**config.mk**
```make
export PLATFORM = sky130hd
export DESIGN_NAME = fip_32_seq_div
export DESIGN_NICKNAME = d
export VERILOG_FILES = /design/src/rtl/fip_32_seq_div.sv
export SDC_FILE = /design/constraint.sdc
export NUM_CORES = 1
export LEC_CHECK = 0
export ABC_AREA = 1
export CAP_MARGIN = 10
export CORE_ASPECT_RATIO = 1.75
export CORE_MARGIN = 1.5
export CORE_UTILIZATION = 40
export CTS_CLUSTER_DIAMETER = 200
export DETAILED_ROUTE_END_ITERATION = 16
export HOLD_SLACK_MARGIN = 0.05
export MAX_ROUTING_LAYER = met4
export PLACE_DENSITY = 0.6
export SLEW_MARGIN = 15
export SYNTH_ARGS = -nofsm -noshare
export SYNTH_HDL_FRONTEND = slang
export SYNTH_SLANG_ARGS = --single-unit
```
**constraint.sdc**
```tcl
create_clock -name i_clk -period 2.8 [get_ports i_clk]
set_clock_uncertainty 0.1 [all_clocks]
set_input_delay 0.42 -clock i_clk [delete_from_list [all_inputs] [get_ports i_clk]]
set_output_delay 0.42 -clock i_clk [all_outputs]
set_load 0.03 [all_outputs]
```
**src/rtl/fip_32_seq_div.sv**
```systemverilog
// fip_32_seq_div: multi-cycle signed Q16.16 restoring divider with valid/ready handshakes
module fip_32_seq_div #(
  parameter int WIDTH     = 32,
  parameter int FRAC_BITS = 16
) (
  input  logic             i_clk,
  input  logic             i_rst_n,
  input  logic             i_valid,
  output logic             o_ready,
  input  logic [WIDTH-1:0] i_dividend,
  input  logic [WIDTH-1:0] i_divisor,
  output logic             o_valid,
  input  logic             i_ready,
  output logic [WIDTH-1:0] o_quotient,
  output logic             o_overflow,
  output logic             o_underflow
);
  localparam int NW = WIDTH + FRAC_BITS;
  localparam int CW = $clog2(NW + 1);
  localparam logic [1:0] IDLE = 2'd0;
  localparam logic [1:0] CALC = 2'd1;
  localparam logic [1:0] DONE = 2'd2;
  localparam logic [WIDTH-1:0] POS_MAX = {1'b0, {(WIDTH-1){1'b1}}};
  localparam logic [WIDTH-1:0] NEG_MAX = {1'b1, {(WIDTH-1){1'b0}}};
  localparam logic [CW-1:0] LAST = CW'(NW);
  logic [1:0]       state_q, state_d;
  logic [NW-1:0]    num_q, num_d, quo_q, quo_d;
  logic [WIDTH-1:0] rem_q, rem_d, res_q, res_d;
  logic [WIDTH:0]   div_q, div_d;
  logic [CW-1:0]    cnt_q, cnt_d;
  logic             neg_q, neg_d, ovf_q, ovf_d, unf_q, unf_d;
  logic [WIDTH:0]   a_ext, b_ext, a_mag, b_mag, trial;
  logic             ge, sat;
  // next-state: operand latch, one restoring step per CALC cycle, then a finalize/saturate step
  always_comb begin
    state_d = state_q;
    num_d   = num_q;
    quo_d   = quo_q;
    rem_d   = rem_q;
    div_d   = div_q;
    cnt_d   = cnt_q;
    neg_d   = neg_q;
    res_d   = res_q;
    ovf_d   = ovf_q;
    unf_d   = unf_q;
    a_ext   = {i_dividend[WIDTH-1], i_dividend};
    b_ext   = {i_divisor[WIDTH-1], i_divisor};
    a_mag   = a_ext[WIDTH] ? -a_ext : a_ext;
    b_mag   = b_ext[WIDTH] ? -b_ext : b_ext;
    trial   = {rem_q, num_q[NW-1]};
    ge      = trial >= div_q;
    sat     = neg_q ? (quo_q[NW-1:WIDTH] != '0 || (quo_q[WIDTH-1] && quo_q[WIDTH-2:0] != '0))
                    : (quo_q[NW-1:WIDTH-1] != '0);
    if (state_q == IDLE) begin
      if (i_valid) begin
        state_d = CALC;
        num_d   = NW'(a_mag) << FRAC_BITS;
        div_d   = b_mag;
        neg_d   = i_dividend[WIDTH-1] ^ i_divisor[WIDTH-1];
        rem_d   = '0;
        quo_d   = '0;
        cnt_d   = '0;
      end
    end else if (state_q == CALC) begin
      if (div_q == '0) begin
        state_d = DONE;
        res_d   = neg_q ? NEG_MAX : POS_MAX;
        ovf_d   = 1'b0;
        unf_d   = 1'b1;
      end else if (cnt_q == LAST) begin
        state_d = DONE;
        res_d   = sat ? (neg_q ? NEG_MAX : POS_MAX) : (neg_q ? -quo_q[WIDTH-1:0] : quo_q[WIDTH-1:0]);
        ovf_d   = sat;
        unf_d   = 1'b0;
      end else begin
        rem_d = WIDTH'(ge ? trial - div_q : trial);
        quo_d = {quo_q[NW-2:0], ge};
        num_d = num_q << 1;
        cnt_d = cnt_q + 1'b1;
      end
    end else if (i_ready) begin
      state_d = IDLE;
    end
  end
  // state registers with asynchronous clear
  always_ff @(posedge i_clk or negedge i_rst_n) begin
    if (!i_rst_n) begin
      state_q <= IDLE;
      num_q   <= '0;
      quo_q   <= '0;
      rem_q   <= '0;
      div_q   <= '0;
      cnt_q   <= '0;
      neg_q   <= 1'b0;
      res_q   <= '0;
      ovf_q   <= 1'b0;
      unf_q   <= 1'b0;
    end else begin
      state_q <= state_d;
      num_q   <= num_d;
      quo_q   <= quo_d;
      rem_q   <= rem_d;
      div_q   <= div_d;
      cnt_q   <= cnt_d;
      neg_q   <= neg_d;
      res_q   <= res_d;
      ovf_q   <= ovf_d;
      unf_q   <= unf_d;
    end
  end
  assign o_ready     = state_q == IDLE;
  assign o_valid     = state_q == DONE;
  assign o_quotient  = res_q;
  assign o_overflow  = ovf_q;
  assign o_underflow = unf_q;
endmodule

```
==> impl_metrics.env, run 1 <==
export IMPL_viasPerCell=5.050
export IMPL_cts_buffer_depth=2
export IMPL_fmax_ghz=0.3926
export IMPL_coreArea_um2=34350
export IMPL_min_path_type="input port to asynchronous set/reset pin"
export IMPL_die_x_um=143.8
export IMPL_post_cts_setup_buffer_count=0
export IMPL_avgSynthCellArea_um2=6.419
export IMPL_rsz0062_at_grt="no"
export IMPL_synth_edff_count=0
export IMPL_worstMarginPinSlew_ns=0.8351
export IMPL_clk_latency_ns=0.47
export IMPL_drive_gt1_share_pct=5.374
export IMPL_seq_area_frac_synth_pct=33.90
export IMPL_firstDrtPassIters=5
export IMPL_rrSetupSlack_ns=0.25
export IMPL_dr_total_vias=13786
export IMPL_crit_path_frequent_cell="nand2_1"
export IMPL_cts_htree_levels=4
export IMPL_cap_violations=0
export IMPL_period_needed_ns=2.547
export IMPL_status="finished clean"
export IMPL_die_height_um=249.4
export IMPL_slowest_stage="dfrtp_1"
export IMPL_cp_cell_sequence="inv_1 -> ha_1 -> nand2_1 -> inv_1 -> nand2_1 -> nand2_1 -> inv_1 -> nand3_1 -> nand2_1 -> nand2_1 -> nand2_2 -> buf_4 -> nand3b_1 -> nand3_1 -> nand2_1"
export IMPL_die_area_um2=35860
export IMPL_grt_pass1_wl_um=71660
export IMPL_grt_usage_pct=26.62
export IMPL_grt_pass1_vias=13551
export IMPL_antenna_found_initial=0
export IMPL_start_util_pct=40.40
export IMPL_clk_pin_slew_ns=0.08
export IMPL_syn2layout_area_growth_pct=16.00
export IMPL_drtIter0Drc=737
export IMPL_synth_area_um2=13880
export IMPL_nets=2365
export IMPL_setup_viol=0
export IMPL_slew_viol_final=0
export IMPL_fin_hold_ws_ns=0.2700
export IMPL_port_buffers=103
export IMPL_synth_top_area_share_pct=33.90
export IMPL_required_ns=3.05
export IMPL_cp_start_kind="flop"
export IMPL_critPathBufInv=4
export IMPL_p_per_area_nw_per_um2=1233
export IMPL_fin_crit_sh_pct=90.97
export IMPL_n_antenna_cell=0
export IMPL_place_gp_congestion=1.010
export IMPL_relSlewSlack_pct=44.12
export IMPL_async_flop_share_pct=100.0
export IMPL_setup_worst_path_end_class="flop"
export IMPL_cp_top_family="simple AND/OR/NAND/NOR gates"
export IMPL_hold_buffers=1
export IMPL_syn_inst=2162
export IMPL_drcViolationCount=0
export IMPL_synth_cell_types=38
export IMPL_post_drt_wl_per_cell_um=16.30
export IMPL_synth_area_top_cells="dfrtp_1, nand2_1, inv_1, nand3_1, nor2_1"
export IMPL_rows=90
export IMPL_cts_sinks=188
export IMPL_cts_root_buf="clkbuf_16"
export IMPL_cpPeakStageDelay_ns=0.45
export IMPL_leakagePower_nw=8.344
export IMPL_tns_ns=0
export IMPL_synth_net_count=2269
export IMPL_final_hold_viol_count=0
export IMPL_post_cts_resized=0
export IMPL_numCtsBuffers=17
export IMPL_vdd_ir_drop_max_v=0.0006005
export IMPL_yosys_area_top_type="dfrtp_1"
export IMPL_crit_fanout=24
export IMPL_ys_ff_latch=188
export IMPL_dp_hpwl_um=35000
export IMPL_ioPinCount=104
export IMPL_grt_max_degree=71
export IMPL_antenna_left=0
export IMPL_cp_arrival_ns=2.80
export IMPL_wirelength_um=44510
export IMPL_grt_overflow=0
export IMPL_synthFlopType="dfrtp_1"
export IMPL_cts_tree="done"
export IMPL_yosys_warnings=0
export IMPL_p_total_mw=19.84
export IMPL_crit_type="flop to flop"
[cell usage after synthesis, types with 20 or more instances]
library cell and n:
nand2_1 789, inv_1 293, nor2_1 224, dfrtp_1 188
nand3_1 173, o21ai_0 82, xor2_1 45, a21oi_1 43
o22ai_1 42, ha_1 38, nand4_1 35, nand3b_1 33
buf_2 23, clkbuf_1 20
[stage by stage]
stage / area, um2 / setup slack, ns / cells / utilization (%)
floorplan: 13880 / 0.7611 / 2162 / -
global placement: 15460 / 0.2188 / 2698 / 45.01
detailed placement: 15460 / 0.1827 / 2698 / 45.01
CTS: 16100 / 0.2369 / 2730 / 46.87
global route: 16100 / 0.04567 / 2730 / 46.87
finish: 16100 / 0.2528 / 2730 / 46.87
[cells by family after synthesis]
kind of cell / count (synthesis) / share of synthesized area [%]
and+or+nand+nor: 1302 / 39.27
buffers and inverters: 379 / 11.26
AOI/OAI and AO/OA: 191 / 8.024
DFF: 188 / 33.90
xor gates and xnor gates: 63 / 3.976
adders and majority gates: 39 / 3.570
[metal layers]
metal | vias to the layer above | global-route usage [%] | part of all wire (%)
li1 | 6970 | - | -
met1 | 6410 | 29.56 | 40
met2 | 324 | 47.66 | 54
met3 | 82 | 3.070 | 2.8
met4 | 0 | 10.70 | 3.9
met5 | - | - | 0
[sequential cells by signal, indices dropped and copies added (netlist names)]
signal and flops:
quo_q 48, div_q 33, num_q 32, o_quotient 32, rem_q 32, cnt_q 6
state_q 2, neg_q 1, o_overflow 1, o_underflow 1
[power by group]
| group | total, mW | internal [mW] | switching, mW |
|---|---|---|---|
| combinational | 12.5 | 4.37 | 8.16 |
| sequential | 4.65 | 3.83 | 0.825 |
| clock | 2.66 | 1.44 | 1.22 |
[worst reg2reg max path, stage by stage, from the launching register on]
cell	delay, ns
dfrtp_1	0.45
inv_1	0.09
ha_1	0.34
nand2_1	0.15
inv_1	0.05
nand2_1	0.06
nand2_1	0.09
inv_1	0.06
nand3_1	0.12
nand2_1	0.11
nand2_1	0.08
nand2_2	0.10
buf_4	0.34
nand3b_1	0.14
nand3_1	0.11
nand2_1	0.06
[path summary, 6_finish.rpt]
check	startpoint	endpoint	cells past startpoint
min in group i_clk	o_quotient[18]	o_quotient[18]	2
worst min-delay path	i_rst_n	quo_q[27]	2
worst max register to register	div_q[7]	rem_q[17]	15
max in group asynchronous	i_rst_n	rem_q[17]	3
worst min register to register	o_quotient[18]	o_quotient[18]	2
worst max-delay path	div_q[7]	rem_q[17]	15
[area by class of cell]
| class | instances | area [um2] |
|---|---|---|
| fillers | 3588 | 18250 |
| multi-input cells | 1595 | 7615 |
| flip-flops and latches | 188 | 4705 |
| repair buffers | 142 | 1393 |
| inverters | 314 | 1181 |
| well taps | 460 | 575.6 |
| clock buffers | 17 | 425.4 |
| clock inverters | 14 | 202.7 |
[placed cells by master (no fill, tap or decap), types with 3 or more instances in the layout]
cell,count
inv_8,5
nor2_1,224
o22ai_2,10
clkbuf_16,17
nand2_4,3
nand2_1,789
a21oi_1,43
or2_2,3
nand2_2,6
nand3_1,173
buf_4,33
bufinv_16,3
o211ai_1,6
a31oi_1,4
o21ai_0,82
nand3b_1,33
buf_12,5
inv_1,293
nor4_1,4
and2_1,5
ha_1,38
clkdlybuf4s50_1,102
xor2_1,45
dfrtp_1,188
inv_2,19
nor2_2,4
nor3_1,19
o22ai_1,42
xnor2_1,18
nand4_1,35
Note: power is estimated with default switching activity, not from simulation.
==> run 2, diff against run 1 <==
- CTS_BUF_LIST: unset -> sky130_fd_sc_hd__clkbuf_2
==> run 2 against run 1 <==
Highest routed layer unchanged; fmax decreased by 4.7%; sequential share of layout area increased by 0.50 points; global-route usage decreased by 0.066 points; worst setup slack got worse by 0.13 ns; power decreased by 5.2%; register-to-register slack about the same; combinational power about the same; critical path depth decreased by 13; sequential cell count unchanged.
==> impl_metrics.env, run 2 (synthesis results as in run 1) <==
export IMPL_coreArea_um2=34350
export IMPL_slowest_stage="dfrtp_1"
export IMPL_p_comb_share_pct=66.6
export IMPL_antenna_left=0
export IMPL_grt_pass1_vias=13500
export IMPL_cpPeakStageDelay_ns=0.51
export IMPL_tns_ns=0
export IMPL_grt_max_degree=71
export IMPL_status="finished clean"
export IMPL_top_register="quo_q"
export IMPL_pwr_share_seq_pct=24.6
export IMPL_reg_top3="quo_q: 48 flops, div_q: 33 flops"
export IMPL_relSlewSlack_pct=36.50
export IMPL_crit_type="flop to primary output"
export IMPL_port_buffers=103
export IMPL_period_needed_ns=2.674
export IMPL_grt_usage_pct=26.55
export IMPL_wirelength_um=44330
export IMPL_worstMarginPinSlew_ns=0.9494
export IMPL_cts_tree="done"
export IMPL_grt_overflow=0
export IMPL_rsz0062_at_grt="no"
export IMPL_critPathBufInv=1
export IMPL_cts_root_buf="clkbuf_2"
export IMPL_post_drt_wl_per_cell_um=16.19
export IMPL_cap_violations=0
export IMPL_numCtsBuffers=17
export IMPL_viasPerCell=5.042
export IMPL_setup_worst_path_end_class="primary output"
export IMPL_dr_total_vias=13806
export IMPL_start_util_pct=40.40
export IMPL_crit_fanout=8
export IMPL_p_clk_share_pct=8.7
export IMPL_grt_pass1_wl_um=71540
export IMPL_intPower_mw=8.729
export IMPL_post_cts_setup_buffer_count=0
export IMPL_firstDrtPassIters=8
export IMPL_ioPinCount=104
export IMPL_setup_viol=0
export IMPL_swShare_pct=53.59
export IMPL_cp_arrival_ns=2.15
export IMPL_place_gp_congestion=1.010
export IMPL_placedCellCount=2698
export IMPL_cp_top_family="flip-flops"
export IMPL_dp_hpwl_um=35000
export IMPL_min_path_type="input port to flop"
export IMPL_antenna_found_initial=1
export IMPL_clk_pin_slew_ns=0.30
export IMPL_post_dp_cell_area_um2=15460
export IMPL_cts_htree_levels=4
export IMPL_drtIter0Drc=713
export IMPL_required_ns=2.28
export IMPL_fin_crit_sh_pct=95.49
export IMPL_clk_latency_ns=0.90
export IMPL_final_hold_viol_count=0
export IMPL_layout_common_cells="nand2_1, inv_1, nor2_1"
export IMPL_drcViolationCount=0
export IMPL_mostFrequentLayoutCell="nand2_1"
export IMPL_die_area_um2=35860
export IMPL_vdd_ir_drop_max_v=0.0006048
export IMPL_leakagePower_nw=8.243
export IMPL_rows=90
export IMPL_fmax_ghz=0.3740
export IMPL_syn2layout_area_growth_pct=14.05
export IMPL_cts_buffer_depth=2
export IMPL_stdcell_count=2738
export IMPL_fin_area_um2=15830
export IMPL_drive_gt1_share_pct=5.358
export IMPL_cp_start_kind="flop"
export IMPL_nets=2372
export IMPL_cts_sinks=188
export IMPL_switchingPower_mw=10.08
export IMPL_setup_ws_ns=0.1264
export IMPL_largest_reg_flops=48
export IMPL_slew_viol_final=0
export IMPL_die_height_um=249.4
export IMPL_die_x_um=143.8
export IMPL_cp_cell_sequence="nor2_4 -> dlygate4sd2_1"
export IMPL_place_ws_ns=0.1827
export IMPL_p_per_area_nw_per_um2=1188
run 2: layer usage:
layer / vias to the layer above / share of wire [%] / global-route usage (%)
li1: 6986 / - / -
met1: 6456 / 39 / 29.38
met2: 291 / 54 / 47.83
met5: - / 0 / -
met4: 0 / 3.8 / 10.85
met3: 73 / 2.7 / 2.724
run 2: per-stage QoR:
step                      hold WS, ns  total power [mW]  util (%)
after floorplan               0.02441             13.62         -
after global placement         0.1953             17.06     45.01
after detailed placement       0.1958             17.16     45.01
after CTS                     0.05535             18.86     46.07
after global routing           0.1051             20.65     46.08
final                          0.1298             18.81     46.08
run 2: worst paths after layout:
kind / cells after the start / startpoint / to / slack [ns]
max reg2reg: 11 / rem_q[18] / rem_q[6] / 0.24
max: 2 / state_q[0] / o_ready / 0.13
min: 3 / i_divisor[26] / div_q[26] / 0.13
max in group asynchronous: 5 / i_rst_n / div_q[28] / 0.49
min in group asynchronous: 4 / i_rst_n / o_quotient[7] / 0.54
min reg2reg: 2 / o_quotient[18] / o_quotient[18] / 0.42
run 2: final cells by class:
type	instances	area, um2
Clock buffer	17	85.08
Timing Repair Buffer	149	1460
Fill cell	3613	18520
Tap cell	460	575.6
Inverter	314	1181
Sequential cell	188	4705
Multi-Input combinational cell	1595	7615
Clock inverter	14	202.7
Antenna cell	1	2.502
run 2: tightest hold or removal path: cells and delay by family:
family	cells	cell delay [ns]
compound gates	1	0.08
buf+inv	1	0.50
simple gates	1	0.11
run 2: timing repair:
item | in CTS | in global routing
hold endpoints to repair | 194 | 0
hold buffers | 8 | 0
endpoints found under the setup margin | 2 | 0
resized for setup | 2 | 0
run 2: power groups by stage:
stage	sequential, mW	clock [mW]	combinational (mW)
floorplan	4.47	0	9.15
global placement	4.66	0	12.4
detailed placement	4.68	0	12.5
CTS	4.63	1.71	12.5
global route	4.77	1.79	14.1
finish	4.64	1.64	12.5
==> run 3, diff against run 2 <==
- CORE_MARGIN: 1.5 -> unset
- GPL_ROUTABILITY_DRIVEN: unset -> 0
==> run 3 against run 2 <==
Cell count is 0.37% lower; cell area is 0.51% lower; wire length decreased by 3.1%; count of clock-buffer cells in the layout did not move; core utilization grew 0.28 points; non-clock buffer count is 5 lower; critical endpoint unchanged; largest cell class unchanged.
==> impl_metrics.env, run 3 (synthesis results as in run 1) <==
export IMPL_fin_util_pct=46.36
export IMPL_drtIter0Drc=751
export IMPL_grt_usage_pct=25.99
export IMPL_mostFrequentLayoutCell="nand2_1"
export IMPL_leakagePower_nw=8.178
export IMPL_cts_tree="done"
export IMPL_top_register="quo_q"
export IMPL_cp_start_kind="flop"
export IMPL_required_ns=2.28
export IMPL_crit_fanout=9
export IMPL_cp_startpoint="state_q[0]"
export IMPL_rsz0062_at_grt="no"
export IMPL_layout_common_cells="nand2_1, inv_1, nor2_1"
export IMPL_coreArea_um2=33960
export IMPL_setup_viol=0
export IMPL_antenna_found_initial=1
export IMPL_period_needed_ns=2.651
export IMPL_cp_cell_sequence="nor2_4 -> clkdlybuf4s15_1"
export IMPL_clk_pin_slew_ns=0.34
export IMPL_firstDrtPassIters=5
export IMPL_rrSetupSlack_ns=0.20
export IMPL_rows=89
export IMPL_clk_latency_ns=0.93
export IMPL_r2r_start="div_q[16]"
export IMPL_grt_pass1_wl_um=69350
export IMPL_ioPinCount=104
export IMPL_reg_top3="quo_q: 48 flops, div_q: 33 flops"
export IMPL_crit_type="flop to primary output"
export IMPL_fmax_ghz=0.3772
export IMPL_cts_buffer_depth=2
export IMPL_cp_arrival_ns=2.13
export IMPL_worstMarginPinSlew_ns=0.7124
export IMPL_port_buffers=103
export IMPL_antenna_left=0
export IMPL_cts_htree_levels=4
export IMPL_post_drt_wl_per_cell_um=15.74
export IMPL_largest_reg_flops=48
export IMPL_slew_viol_final=0
export IMPL_grt_max_degree=56
export IMPL_r2r_cells=14
export IMPL_post_cts_setup_buffer_count=0
export IMPL_min_path_type="input port to flop"
export IMPL_grt_pass1_vias=13518
export IMPL_wirelength_um=42950
export IMPL_drcViolationCount=0
export IMPL_viasPerCell=5.015
export IMPL_fin_crit_sh_pct=94.68
export IMPL_syn2layout_area_growth_pct=13.47
export IMPL_status="finished clean"
export IMPL_setup_worst_path_end_class="primary output"
export IMPL_die_x_um=142.8
export IMPL_numCtsBuffers=17
export IMPL_die_height_um=248.4
export IMPL_dr_total_vias=13680
export IMPL_cts_root_buf="clkbuf_2"
export IMPL_die_area_um2=35470
export IMPL_nets=2367
export IMPL_r2r_end="rem_q[13]"
export IMPL_endpoint="o_ready"
export IMPL_tns_ns=0
export IMPL_cts_sinks=188
export IMPL_vdd_ir_drop_max_v=0.0004536
export IMPL_p_per_area_nw_per_um2=1179
export IMPL_dp_hpwl_um=33900
export IMPL_relSlewSlack_pct=52.33
export IMPL_cap_violations=0
export IMPL_slowest_stage="dfrtp_1"
export IMPL_grt_overflow=0
export IMPL_cpPeakStageDelay_ns=0.50
export IMPL_start_util_pct=40.86
export IMPL_drive_gt1_share_pct=5.414
export IMPL_final_hold_viol_count=0
[run 3: cell types whose count changed in the layout (fill, tap and decap cells not counted), sizes merged]
| cell | previous run | this run |
|---|---|---|
| clkinv | 5 | 7 |
| clkinvlp | 0 | 2 |
| clkdlybuf4s15 | 0 | 1 |
| dlygate4sd3 | 8 | 7 |
| bufinv | 3 | 1 |
| dlygate4sd2 | 2 | 1 |
| buf | 38 | 34 |
| inv | 320 | 318 |
[run 3: per-stage QoR]
| step | hold WS [ns] | power [mW] | instance area [um2] | cells | worst slack [ns] |
|---|---|---|---|---|---|
| after floorplan | 0.02441 | 13.62 | 13880 | 2162 | 0.7611 |
| after global placement | 0.3616 | 16.94 | 15390 | 2688 | 0.1629 |
| after detailed placement | 0.3612 | 17.04 | 15390 | 2688 | 0.1902 |
| after CTS | 0.07223 | 18.54 | 15730 | 2727 | 0.02757 |
| after global routing | 0.1043 | 20.50 | 15750 | 2728 | 0.0005638 |
| final | 0.1333 | 18.56 | 15750 | 2728 | 0.1491 |
[run 3: how the worst min path moves through the flow]
stage	startpoint	to	slack, ns	cells past startpoint
2_1_floorplan	i_rst_n	cnt_q[0]	0.02	0
3_3_place_gp	i_rst_n	o_quotient[9]	0.36	1
3_5_place_dp	i_rst_n	o_quotient[9]	0.36	1
4_1_cts	i_dividend[30]	num_q[46]	0.07	5
5_1_grt	i_dividend[30]	num_q[46]	0.10	5
6_report	i_divisor[29]	div_q[29]	0.13	4
[run 3: area by class of cell]
| class | instances | area, um2 |
|---|---|---|
| repair buffers | 144 | 1420 |
| fillers | 3640 | 18220 |
| flip-flops and latches | 188 | 4706 |
| clock buffers | 17 | 85.08 |
| well taps | 455 | 569.3 |
| clock inverters | 14 | 157.7 |
| diodes | 1 | 2.502 |
| multi-input cells | 1595 | 7625 |
| inverters | 314 | 1181 |
[run 3: repair_timing]
| action | CTS | global route |
|---|---|---|
| resized for setup | 2 | 7 |
| hold buffers | 8 | 0 |
| endpoints found under the hold margin | 194 | 0 |
| endpoints found under the setup margin | 2 | 26 |
[run 3: metal layers]
layer	wire length [um]	GRT usage, %	up-vias
met1	16650	28.13	6231
li1	-	-	6975
met3	1562	2.966	107
met2	22540	45.83	367
met4	2201	13.82	0
met5	0	-	-
[run 3: report_power, final]
group | switching (mW) | internal (mW)
clock | 1.09 | 0.358
combinational | 8.11 | 4.34
sequential | 0.844 | 3.81
total | 10.0 | 8.51
[run 3: critical path: cells and delay by family, from the launching register on]
kind / cells / cell delay [ns]
buffers and inverters: 1 / 0.42
flip-flops: 1 / 0.50
AND/OR/NAND/NOR: 1 / 0.29
